--- src/rtl/muldiv_ctrl_if.sv ---
// Execute-side bundle for the mul/div sequencer.
// Carries requests, cancel, MT writes, MF hazard and HI/LO.
interface muldiv_ctrl_if;
  logic        req_valid;
  logic [1:0]  req_op;
  logic [31:0] src_a;
  logic [31:0] src_b;
  logic        req_ready;
  logic        cancel;
  logic        mthi_en;
  logic        mtlo_en;
  logic [31:0] mt_data;
  logic        mf_req;
  logic [31:0] hi_out;
  logic [31:0] lo_out;
  logic        busy;
  logic        done;
  logic        stall_out;

  modport master (
    output req_valid, req_op, src_a, src_b,
    output cancel, mthi_en, mtlo_en, mt_data, mf_req,
    input  req_ready, hi_out, lo_out, busy, done, stall_out
  );

  modport slave (
    input  req_valid, req_op, src_a, src_b,
    input  cancel, mthi_en, mtlo_en, mt_data, mf_req,
    output req_ready, hi_out, lo_out, busy, done, stall_out
  );
endinterface

--- src/rtl/muldiv_ctrl.sv ---
// Multi-cycle MULT/MULTU/DIV/DIVU sequencer owning HI/LO.
// Registered multiplier plus radix-2 restoring divider.
module muldiv_ctrl #(
  parameter int MUL_LAT   = 2,
  parameter int DIV_ITERS = 32
) (
  input logic         clk,
  input logic         resetn,
  muldiv_ctrl_if.slave bus
);
  typedef enum logic [1:0] {
    IDLE, MUL, DIV, FIN
  } state_e;

  state_e      state_q, state_d;
  logic [5:0]  cnt_q, cnt_d;
  logic [1:0]  op_q, op_d;
  logic [31:0] a_q, a_d;
  logic [31:0] b_q, b_d;
  logic [31:0] babs_q, babs_d;
  logic        sa_q, sa_d;
  logic        sb_q, sb_d;
  logic [31:0] rem_q, rem_d;
  logic [31:0] quo_q, quo_d;
  logic [63:0] prod_q, prod_d;
  logic [31:0] hi_q, hi_d;
  logic [31:0] lo_q, lo_d;
  logic        done_q, done_d;

  logic        sgn;
  logic [63:0] ma, mb, mprod;
  logic [32:0] sh;
  logic        ge;
  logic [31:0] diff;
  logic [31:0] qfix, rfix;

  // Signed ops sign-extend; the low 64 bits cover both signednesses.
  assign sgn   = ~op_q[0];
  assign ma    = {{32{sgn & a_q[31]}}, a_q};
  assign mb    = {{32{sgn & b_q[31]}}, b_q};
  assign mprod = ma * mb;

  // One restoring step on the shifted {rem,quo} pair.
  assign sh   = {rem_q, quo_q[31]};
  assign ge   = sh >= {1'b0, babs_q};
  assign diff = sh[31:0] - babs_q;
  assign qfix = (sa_q ^ sb_q) ? -quo_q : quo_q;
  assign rfix = sa_q ? -rem_q : rem_q;

  // Next-state, datapath and HI/LO update selection.
  always_comb begin
    state_d = state_q;
    cnt_d   = cnt_q;
    op_d    = op_q;
    a_d     = a_q;
    b_d     = b_q;
    babs_d  = babs_q;
    sa_d    = sa_q;
    sb_d    = sb_q;
    rem_d   = rem_q;
    quo_d   = quo_q;
    prod_d  = prod_q;
    hi_d    = hi_q;
    lo_d    = lo_q;
    done_d  = 1'b0;
    unique case (state_q)
      IDLE: begin
        if (bus.mthi_en) hi_d = bus.mt_data;
        if (bus.mtlo_en) lo_d = bus.mt_data;
        if (bus.req_valid && !bus.cancel) begin
          op_d   = bus.req_op;
          a_d    = bus.src_a;
          b_d    = bus.src_b;
          sa_d   = ~bus.req_op[0] & bus.src_a[31];
          sb_d   = ~bus.req_op[0] & bus.src_b[31];
          quo_d  = sa_d ? -bus.src_a : bus.src_a;
          babs_d = sb_d ? -bus.src_b : bus.src_b;
          rem_d  = '0;
          if (bus.req_op[1]) begin
            state_d = DIV;
            cnt_d   = 6'(DIV_ITERS);
          end else begin
            state_d = MUL;
            cnt_d   = 6'(MUL_LAT);
          end
        end
      end
      MUL: begin
        prod_d = mprod;
        if (cnt_q == 6'd1) state_d = FIN;
        else cnt_d = cnt_q - 6'd1;
      end
      DIV: begin
        rem_d = ge ? diff : sh[31:0];
        quo_d = {quo_q[30:0], ge};
        if (cnt_q == 6'd1) state_d = FIN;
        else cnt_d = cnt_q - 6'd1;
      end
      FIN: begin
        state_d = IDLE;
        done_d  = 1'b1;
        if (!op_q[1]) begin
          hi_d = prod_q[63:32];
          lo_d = prod_q[31:0];
        end else if (babs_q == '0) begin
          hi_d = a_q;
          lo_d = 32'hFFFF_FFFF;
        end else begin
          hi_d = rfix;
          lo_d = qfix;
        end
      end
      default: state_d = IDLE;
    endcase
    if (bus.cancel && state_q != IDLE) begin
      state_d = IDLE;
      hi_d    = hi_q;
      lo_d    = lo_q;
      done_d  = 1'b0;
    end
  end

  // State and datapath registers.
  always_ff @(posedge clk or negedge resetn) begin
    if (!resetn) begin
      state_q <= IDLE;
      cnt_q   <= '0;
      op_q    <= '0;
      a_q     <= '0;
      b_q     <= '0;
      babs_q  <= '0;
      sa_q    <= 1'b0;
      sb_q    <= 1'b0;
      rem_q   <= '0;
      quo_q   <= '0;
      prod_q  <= '0;
      hi_q    <= '0;
      lo_q    <= '0;
      done_q  <= 1'b0;
    end else begin
      state_q <= state_d;
      cnt_q   <= cnt_d;
      op_q    <= op_d;
      a_q     <= a_d;
      b_q     <= b_d;
      babs_q  <= babs_d;
      sa_q    <= sa_d;
      sb_q    <= sb_d;
      rem_q   <= rem_d;
      quo_q   <= quo_d;
      prod_q  <= prod_d;
      hi_q    <= hi_d;
      lo_q    <= lo_d;
      done_q  <= done_d;
    end
  end

  assign bus.busy      = (state_q != IDLE);
  assign bus.req_ready = (state_q == IDLE);
  assign bus.hi_out    = hi_q;
  assign bus.lo_out    = lo_q;
  assign bus.done      = done_q;
  assign bus.stall_out = bus.busy &
    (bus.req_valid | bus.mf_req | bus.mthi_en | bus.mtlo_en);
endmodule
--- src/flat_wrapper.sv ---
// flat-port wrapper written by rule: the top's interface ports become plain ports
module muldiv_ctrl_flat 
#(
  parameter int MUL_LAT   = 2,
  parameter int DIV_ITERS = 32
)
  (clk, resetn, bus_req_valid, bus_req_op, bus_src_a, bus_src_b, bus_cancel, bus_mthi_en, bus_mtlo_en, bus_mt_data, bus_mf_req, bus_req_ready, bus_hi_out, bus_lo_out, bus_busy, bus_done, bus_stall_out);
  muldiv_ctrl_if bus_i ();
  input logic clk;
  input logic resetn;
  input wire logic [$bits(bus_i.req_valid)-1:0] bus_req_valid;
  input wire logic [$bits(bus_i.req_op)-1:0] bus_req_op;
  input wire logic [$bits(bus_i.src_a)-1:0] bus_src_a;
  input wire logic [$bits(bus_i.src_b)-1:0] bus_src_b;
  input wire logic [$bits(bus_i.cancel)-1:0] bus_cancel;
  input wire logic [$bits(bus_i.mthi_en)-1:0] bus_mthi_en;
  input wire logic [$bits(bus_i.mtlo_en)-1:0] bus_mtlo_en;
  input wire logic [$bits(bus_i.mt_data)-1:0] bus_mt_data;
  input wire logic [$bits(bus_i.mf_req)-1:0] bus_mf_req;
  output wire logic [$bits(bus_i.req_ready)-1:0] bus_req_ready;
  output wire logic [$bits(bus_i.hi_out)-1:0] bus_hi_out;
  output wire logic [$bits(bus_i.lo_out)-1:0] bus_lo_out;
  output wire logic [$bits(bus_i.busy)-1:0] bus_busy;
  output wire logic [$bits(bus_i.done)-1:0] bus_done;
  output wire logic [$bits(bus_i.stall_out)-1:0] bus_stall_out;
  assign bus_i.req_valid = bus_req_valid;
  assign bus_i.req_op = bus_req_op;
  assign bus_i.src_a = bus_src_a;
  assign bus_i.src_b = bus_src_b;
  assign bus_i.cancel = bus_cancel;
  assign bus_i.mthi_en = bus_mthi_en;
  assign bus_i.mtlo_en = bus_mtlo_en;
  assign bus_i.mt_data = bus_mt_data;
  assign bus_i.mf_req = bus_mf_req;
  assign bus_req_ready = bus_i.req_ready;
  assign bus_hi_out = bus_i.hi_out;
  assign bus_lo_out = bus_i.lo_out;
  assign bus_busy = bus_i.busy;
  assign bus_done = bus_i.done;
  assign bus_stall_out = bus_i.stall_out;
  muldiv_ctrl #(.MUL_LAT(MUL_LAT), .DIV_ITERS(DIV_ITERS)) u_core (.clk(clk), .resetn(resetn), .bus(bus_i));
endmodule
--- config.mk ---
export PLATFORM = sky130hd
export DESIGN_NAME = muldiv_ctrl_flat
export DESIGN_NICKNAME = d
export VERILOG_FILES = /design/src/rtl/muldiv_ctrl_if.sv /design/src/rtl/muldiv_ctrl.sv /design/src/flat_wrapper.sv
export SDC_FILE = /design/constraint.sdc
export NUM_CORES = 2
export LEC_CHECK = 0
export ABC_CLOCK_PERIOD_IN_PS = 9100
export CAP_MARGIN = 20
export CORE_MARGIN = 4
export CORE_UTILIZATION = 65
export DETAILED_ROUTE_END_ITERATION = 12
export PLACE_DENSITY = 0.84
export SYNTH_ARGS = -nofsm -noshare
export SYNTH_HDL_FRONTEND = slang
export SYNTH_SLANG_ARGS = --single-unit
--- constraint.sdc ---
create_clock -name clk -period 9.1 [get_ports clk]
set_clock_uncertainty 0.05 [all_clocks]
set_input_delay 0.91 -clock clk [delete_from_list [all_inputs] [get_ports clk]]
set_output_delay 0.91 -clock clk [all_outputs]
set_load 0.05 [all_outputs]
# [Yosys cells after proc, flatten, opt, wreduce, memory -nomap -nowiden]
# Cells that the tools add are included.
[word_totals] input_bits=105 ff_bits=301
[classes] reduce_logical=16 muxes=28 n_eq_ne=10 order_cmp=1 bitwise_logic=12 add_sub_neg=6 n_mul=1
[ops] op="32-bit 2-to-1 mux" count=13
[ops] op="32-bit one-hot mux with 2 select lines" count=4
[ops] op="32-bit negator" count=4
[ops] op="33-bit by 33-bit multiplier with 64-bit output" count=1
[ops] op="33-bit by 32-bit greater-or-equal comparator with 1-bit output" count=1
[ops] op="32-bit logical NOT" count=1
[ops] op="32-bit subtractor" count=1
[ops] op="6-bit 2-to-1 mux" count=3
[ops] op="6-bit one-hot mux with 2 select lines" count=1
[ops] op="3-bit AND reduction" count=3
[ops] op="2-bit 2-to-1 mux" count=4
[ops] op="2-bit nonzero test" count=4
[ops] op="6-bit by 1-bit == test with 1-bit output (second input constant)" count=1
[ops] op="2-bit != test (second input constant)" count=3
[ops] op="3-bit by 1-bit != test with 1-bit output (second input constant)" count=2
[ops] op="2-bit one-hot mux with 3 select lines" count=1
[ops] op="2-bit AND reduction" count=3
[ops] op="6-bit by 1-bit subtractor with 6-bit output (second input constant)" count=1
[ops] op="1-bit bitwise AND" count=5
[ops] op="2-bit == test (second input constant)" count=2
[ops] op="1-bit inverter" count=3
[ops] op="1-bit bitwise OR" count=3
[ops] op="2-bit by 1-bit == test with 1-bit output (second input constant)" count=1
[ops] op="1-bit logical AND" count=2
[ops] op="other kinds (6)" count=7

# [Logic depth before layout (Yosys ltp)]
[depth] depth_word=5 depth_mapped=32

# [Worst setup path after synthesis]
# No wires, ideal clock.
[synth_timing] path_kind="register -> register" from="register u_core.a_q[31]" to="register u_core.prod_q[60]" path_stages_with_launch=28 period_less_slack_ns=8.290 setup_slack_ns=0.810 t_arrival_ns=8.116 setup_ns=0.125 required_time_ns=8.925 cell_sequence="dfrtp_1 clkbuf_1 nor2b_1 clkbuf_1 nand2_1 inv_1 fa_1 fa_1 fa_1 inv_1 fa_1 inv_1 fa_1 fa_1 inv_1 fa_1 fa_1 inv_1 ha_1 a21o_1 a21oi_1 o21ai_0 and3_1 a211oi_1 o21bai_1 a41oi_1 xnor2_1 mux2_2"
[synth_between] elab_chain_cells=2
[synth_rtl] element="from (decl)" line="muldiv_ctrl.sv:18" rtl="logic [31:0] a_q, a_d;"
[synth_rtl] element="from (signal assigned)" line="muldiv_ctrl.sv:129" rtl="a_q <= '0;"
[synth_rtl] element="from (signal assigned)" line="muldiv_ctrl.sv:144" rtl="a_q <= a_d;"
[synth_rtl] element="1-bit bitwise AND" line="muldiv_ctrl.sv:39" rtl="assign ma = {{32{sgn & a_q[31]}}, a_q};"
[synth_rtl] element="33-bit by 33-bit multiplier with 64-bit output *" line="muldiv_ctrl.sv:41" rtl="assign mprod = ma * mb;"
[synth_rtl] element="to (signal assigned)" line="muldiv_ctrl.sv:151" rtl="prod_q <= prod_d;"
[synth_rtl] element="to (decl)" line="muldiv_ctrl.sv:25" rtl="logic [63:0] prod_q, prod_d;"
# Mark *: on every way between the ends. The rest lies on a longest branch, timed or not.
# A chain may end at the register's enable or synchronous reset.

# [Worst setup path after layout]
[layout_timing] from="register u_core.a_q[19]" to="register u_core.prod_q[59]"
[layout_between] elab_chain_cells=1
[layout_rtl] element="33-bit by 33-bit multiplier with 64-bit output" line="muldiv_ctrl.sv:41"
# No other way between the ends.

==> impl_metrics.json <==
{
  "status": "completed",
  "clockRootBuffer": "clkbuf_16",
  "syn_nets": 7669,
  "post-route-period-util_pct": 98.5,
  "via_per_inst": 6.01,
  "die_w_um": 299,
  "slew_headroom_pct": 26.8,
  "hold_viol": 0,
  "fmax_mhz": 112,
  "grt-ovfl-total": 0,
  "synth_cell_types": 65,
  "insertion_delay_ns": 0.56,
  "final_antenna_net_count": 0,
  "ys_seq_elements": 300,
  "area_growth_pct": 8.05,
  "finalSetupViolCount": 0,
  "portBuffers": 172,
  "clock_path_buffers": 3,
  "cts_hold_buf": 0,
  "cts_made_buffers": 37,
  "drive_above_1_share_pct": 5.34,
  "rows": 106,
  "path_class": "reg2reg",
  "arrival_ns": 9.36,
  "antenna_found_initial": 3,
  "vias": 44100,
  "start_util_pct": 65.8,
  "maxSlewViolCount": 0,
  "yosysWarnings": 0,
  "ctsHtreeMaxLevel": 2,
  "ff2ff_setup_slack_ns": 0.13,
  "num_io_pins": 173,
  "place_area_sq_um": 58300,
  "drc_errors": 0,
  "syn_inst": 6183,
  "yosys.area.top_type_share_pct": 40.8,
  "max-cap-violations": 0,
  "drt_iter0_drc": 4560,
  "hold_ws_ns": 0.354,
  "endpoint_kind": "flop",
  "synth-seq-area-share_pct": 13.6,
  "ys.flop_type": "dfrtp_1",
  "netlist_area_sq_um": 55200,
  "drtPass1Iterations": 8,
  "fin_nets": 7670,
  "rsz0062_at_grt": "false",
  "grt_pass1_wl_um": 261000,
  "ys_top_cells_by_area": "fa_1 41%, dfrtp_1 14%, inv_1 8.0%",
  "wire_per_inst_um": 22.3,
  "fin_crit_ns": 8.97,
  "tightest_slew_ns": 1.10,
  "wl_um": 164000,
  "die-area_sq_um": 89700,
  "path_max_fanout": 16,
  "place_hpwl_um": 132000,
  "hold_path.class": "in2async",
  "crit_path_start_kind": "flop",
  "stdcell_area_sq_um": 59700,
  "clk_pin_slew_ns": 0.06,
  "synthArstFlopShare_pct": 100,
  "syn_area_per_cell_sq_um": 8.93,
  "grt_max_degree": 106,
  "cts.sinks": 300,
  "die_y_um": 299,
  "routabilityCongestion": 0.993,
  "coreArea_sq_um": 84000,
  "fin_setup_tns_ns": 0,
  "cts_tree": "done",
  "grt_pass1_vias": 47600,
  "synth_area_leader_cell": "fa_1",
  "cp.required_ns": 9.49,
  "layout_setup_ws_ns": 0.133,
  "dp_slack_ns": 0.134,
  "grt.total_usage_pct": 37.5,
  "synth_edf_count": 0
}
cell usage in the layout, fill, tap and decap left out, types with 9 or more instances in the layout:
| master | n |
|---|---|
| a211oi_1 | 16 |
| fa_1 | 1126 |
| nor3_1 | 29 |
| a21o_1 | 49 |
| a32oi_1 | 10 |
| o21a_1 | 36 |
| clkdlybuf4s50_1 | 171 |
| dfrtp_2 | 22 |
| inv_1 | 1182 |
| buf_4 | 147 |
| xor2_1 | 92 |
| ha_1 | 253 |
| dfrtp_1 | 278 |
| clkbuf_16 | 38 |
| or3_1 | 15 |
| o31ai_1 | 26 |
| and3_1 | 13 |
| o21ai_0 | 206 |
| mux2i_1 | 53 |
| o21ai_1 | 37 |
| a21oi_1 | 199 |
| or4_1 | 13 |
| or2_2 | 14 |
| nand2b_1 | 12 |
| o21bai_1 | 22 |
| nand3_1 | 28 |
| o221ai_1 | 24 |
| xnor2_1 | 128 |
| o41ai_1 | 9 |
| nand4_1 | 25 |
| a31oi_1 | 46 |
| nor4_1 | 25 |
| and2_1 | 402 |
| nor2_1 | 183 |
| nor2b_1 | 12 |
| o211ai_1 | 10 |
| mux2_2 | 56 |
| nand2_1 | 1096 |
cell type report:
| cell class | count | area [sq um] |
|---|---|---|
| well taps | 1134 | 1420 |
| clock inverters | 20 | 256 |
| repair buffers | 328 | 3010 |
| inverters | 1184 | 4450 |
| multi-input cells | 4333 | 42000 |
| flip-flops and latches | 300 | 7530 |
| diodes | 2 | 5.00 |
| fillers | 6130 | 24300 |
| clock buffers | 47 | 1020 |
Yosys cell counts (12+ instances only):
master	instances
nand3_1	28
nor3_1	30
a21o_1	49
xor2_1	92
nand4_1	25
or3_1	15
mux2_2	56
o21bai_1	22
nor4_1	25
xnor2_1	129
o21ai_1	37
a211oi_1	16
a31oi_1	46
dfrtp_1	300
clkbuf_1	358
o21ai_0	206
or2_2	15
o21a_1	36
a21oi_1	200
and2_1	402
nand2_1	1096
inv_1	1183
ha_1	255
and3_1	13
nand2b_1	12
o221ai_1	24
fa_1	1126
nor2_1	186
mux2i_1	53
or4_1	13
nor2b_1	13
o31ai_1	26
timing repair:
action | 4_1_cts | 5_1_grt
setup endpoints to repair | 0 | 8
resized for setup | 0 | 25
setup buffers | 0 | 4
kinds of logic after synthesis:
kind of cell	Yosys count	share of synthesized area, %
AOI/OAI and AO/OA	735	8.13
adders and majority gates	1381	46.6
muxes	109	2.10
and+or+nand+nor	1887	15.5
DFF	300	13.6
xor gates and xnor gates	221	3.51
buffers and inverters	1550	10.5
final timing paths:
check | from | end | cells after the start
setup / recovery | u_core.a_q[19] | u_core.prod_q[59] | 26
hold / removal | resetn | u_core.state_q[0] | 1
setup reg to reg | u_core.a_q[19] | u_core.prod_q[59] | 26
hold reg to reg | u_core.bus.hi_out[29] | u_core.bus.hi_out[29] | 1
max in group asynchronous | resetn | u_core.b_q[4] | 2
min in group clk | u_core.bus.hi_out[29] | u_core.bus.hi_out[29] | 1
stage by stage:
step | cells | utilization, %
after floorplan | 6183 | -
after global placement | 7274 | 69.4
after detailed placement | 7274 | 69.4
after CTS | 7341 | 70.9
after global routing | 7348 | 71.1
final | 7348 | 71.1
worst max-delay path, cell delays in order (launching register included):
cell and delay (ns):
dfrtp_1 0.88, nand2_1 0.19, fa_1 0.55, fa_1 0.52, inv_1 0.06, fa_1 0.49
inv_1 0.08, fa_1 0.55, inv_1 0.06, fa_1 0.48, fa_1 0.51, fa_1 0.49
inv_1 0.05, fa_1 0.49, inv_1 0.05, ha_1 0.42, a21o_1 0.27, a221o_1 0.38
a221oi_1 0.44, o31a_1 0.20, nand2_1 0.17, a21oi_1 0.31, o21ai_1 0.16, a31oi_1 0.43
o21ai_1 0.13, xor2_1 0.16, mux2_2 0.26
per-layer routing:
| layer | part of all wire, % | global-route usage (%) | up-vias |
|---|---|---|---|
| met4 | 6.1 | 18.5 | 2 |
| met2 | 48 | 60.9 | 2552 |
| li1 | - | - | 18700 |
| met5 | 0.0098 | 0.0541 | - |
| met3 | 10 | 7.34 | 661 |
| met1 | 36 | 48.6 | 22200 |
flip-flops by register name, summed over array words and instances, names as in the netlist:
signal             count
u_core.state_q         2
u_core.bus.hi_out     32
u_core.b_q            31
u_core.op_q            2
u_core.bus.done        1
u_core.prod_q         64
u_core.babs_q         32
u_core.quo_q          32
u_core.a_q            32
u_core.rem_q          32
u_core.sb_q            1
u_core.bus.lo_out     32
u_core.cnt_q           6
u_core.sa_q            1
Power is left out: the tool's default activity adds up to more than one toggle a clock period on the data nets, which glitch-free logic cannot reach.
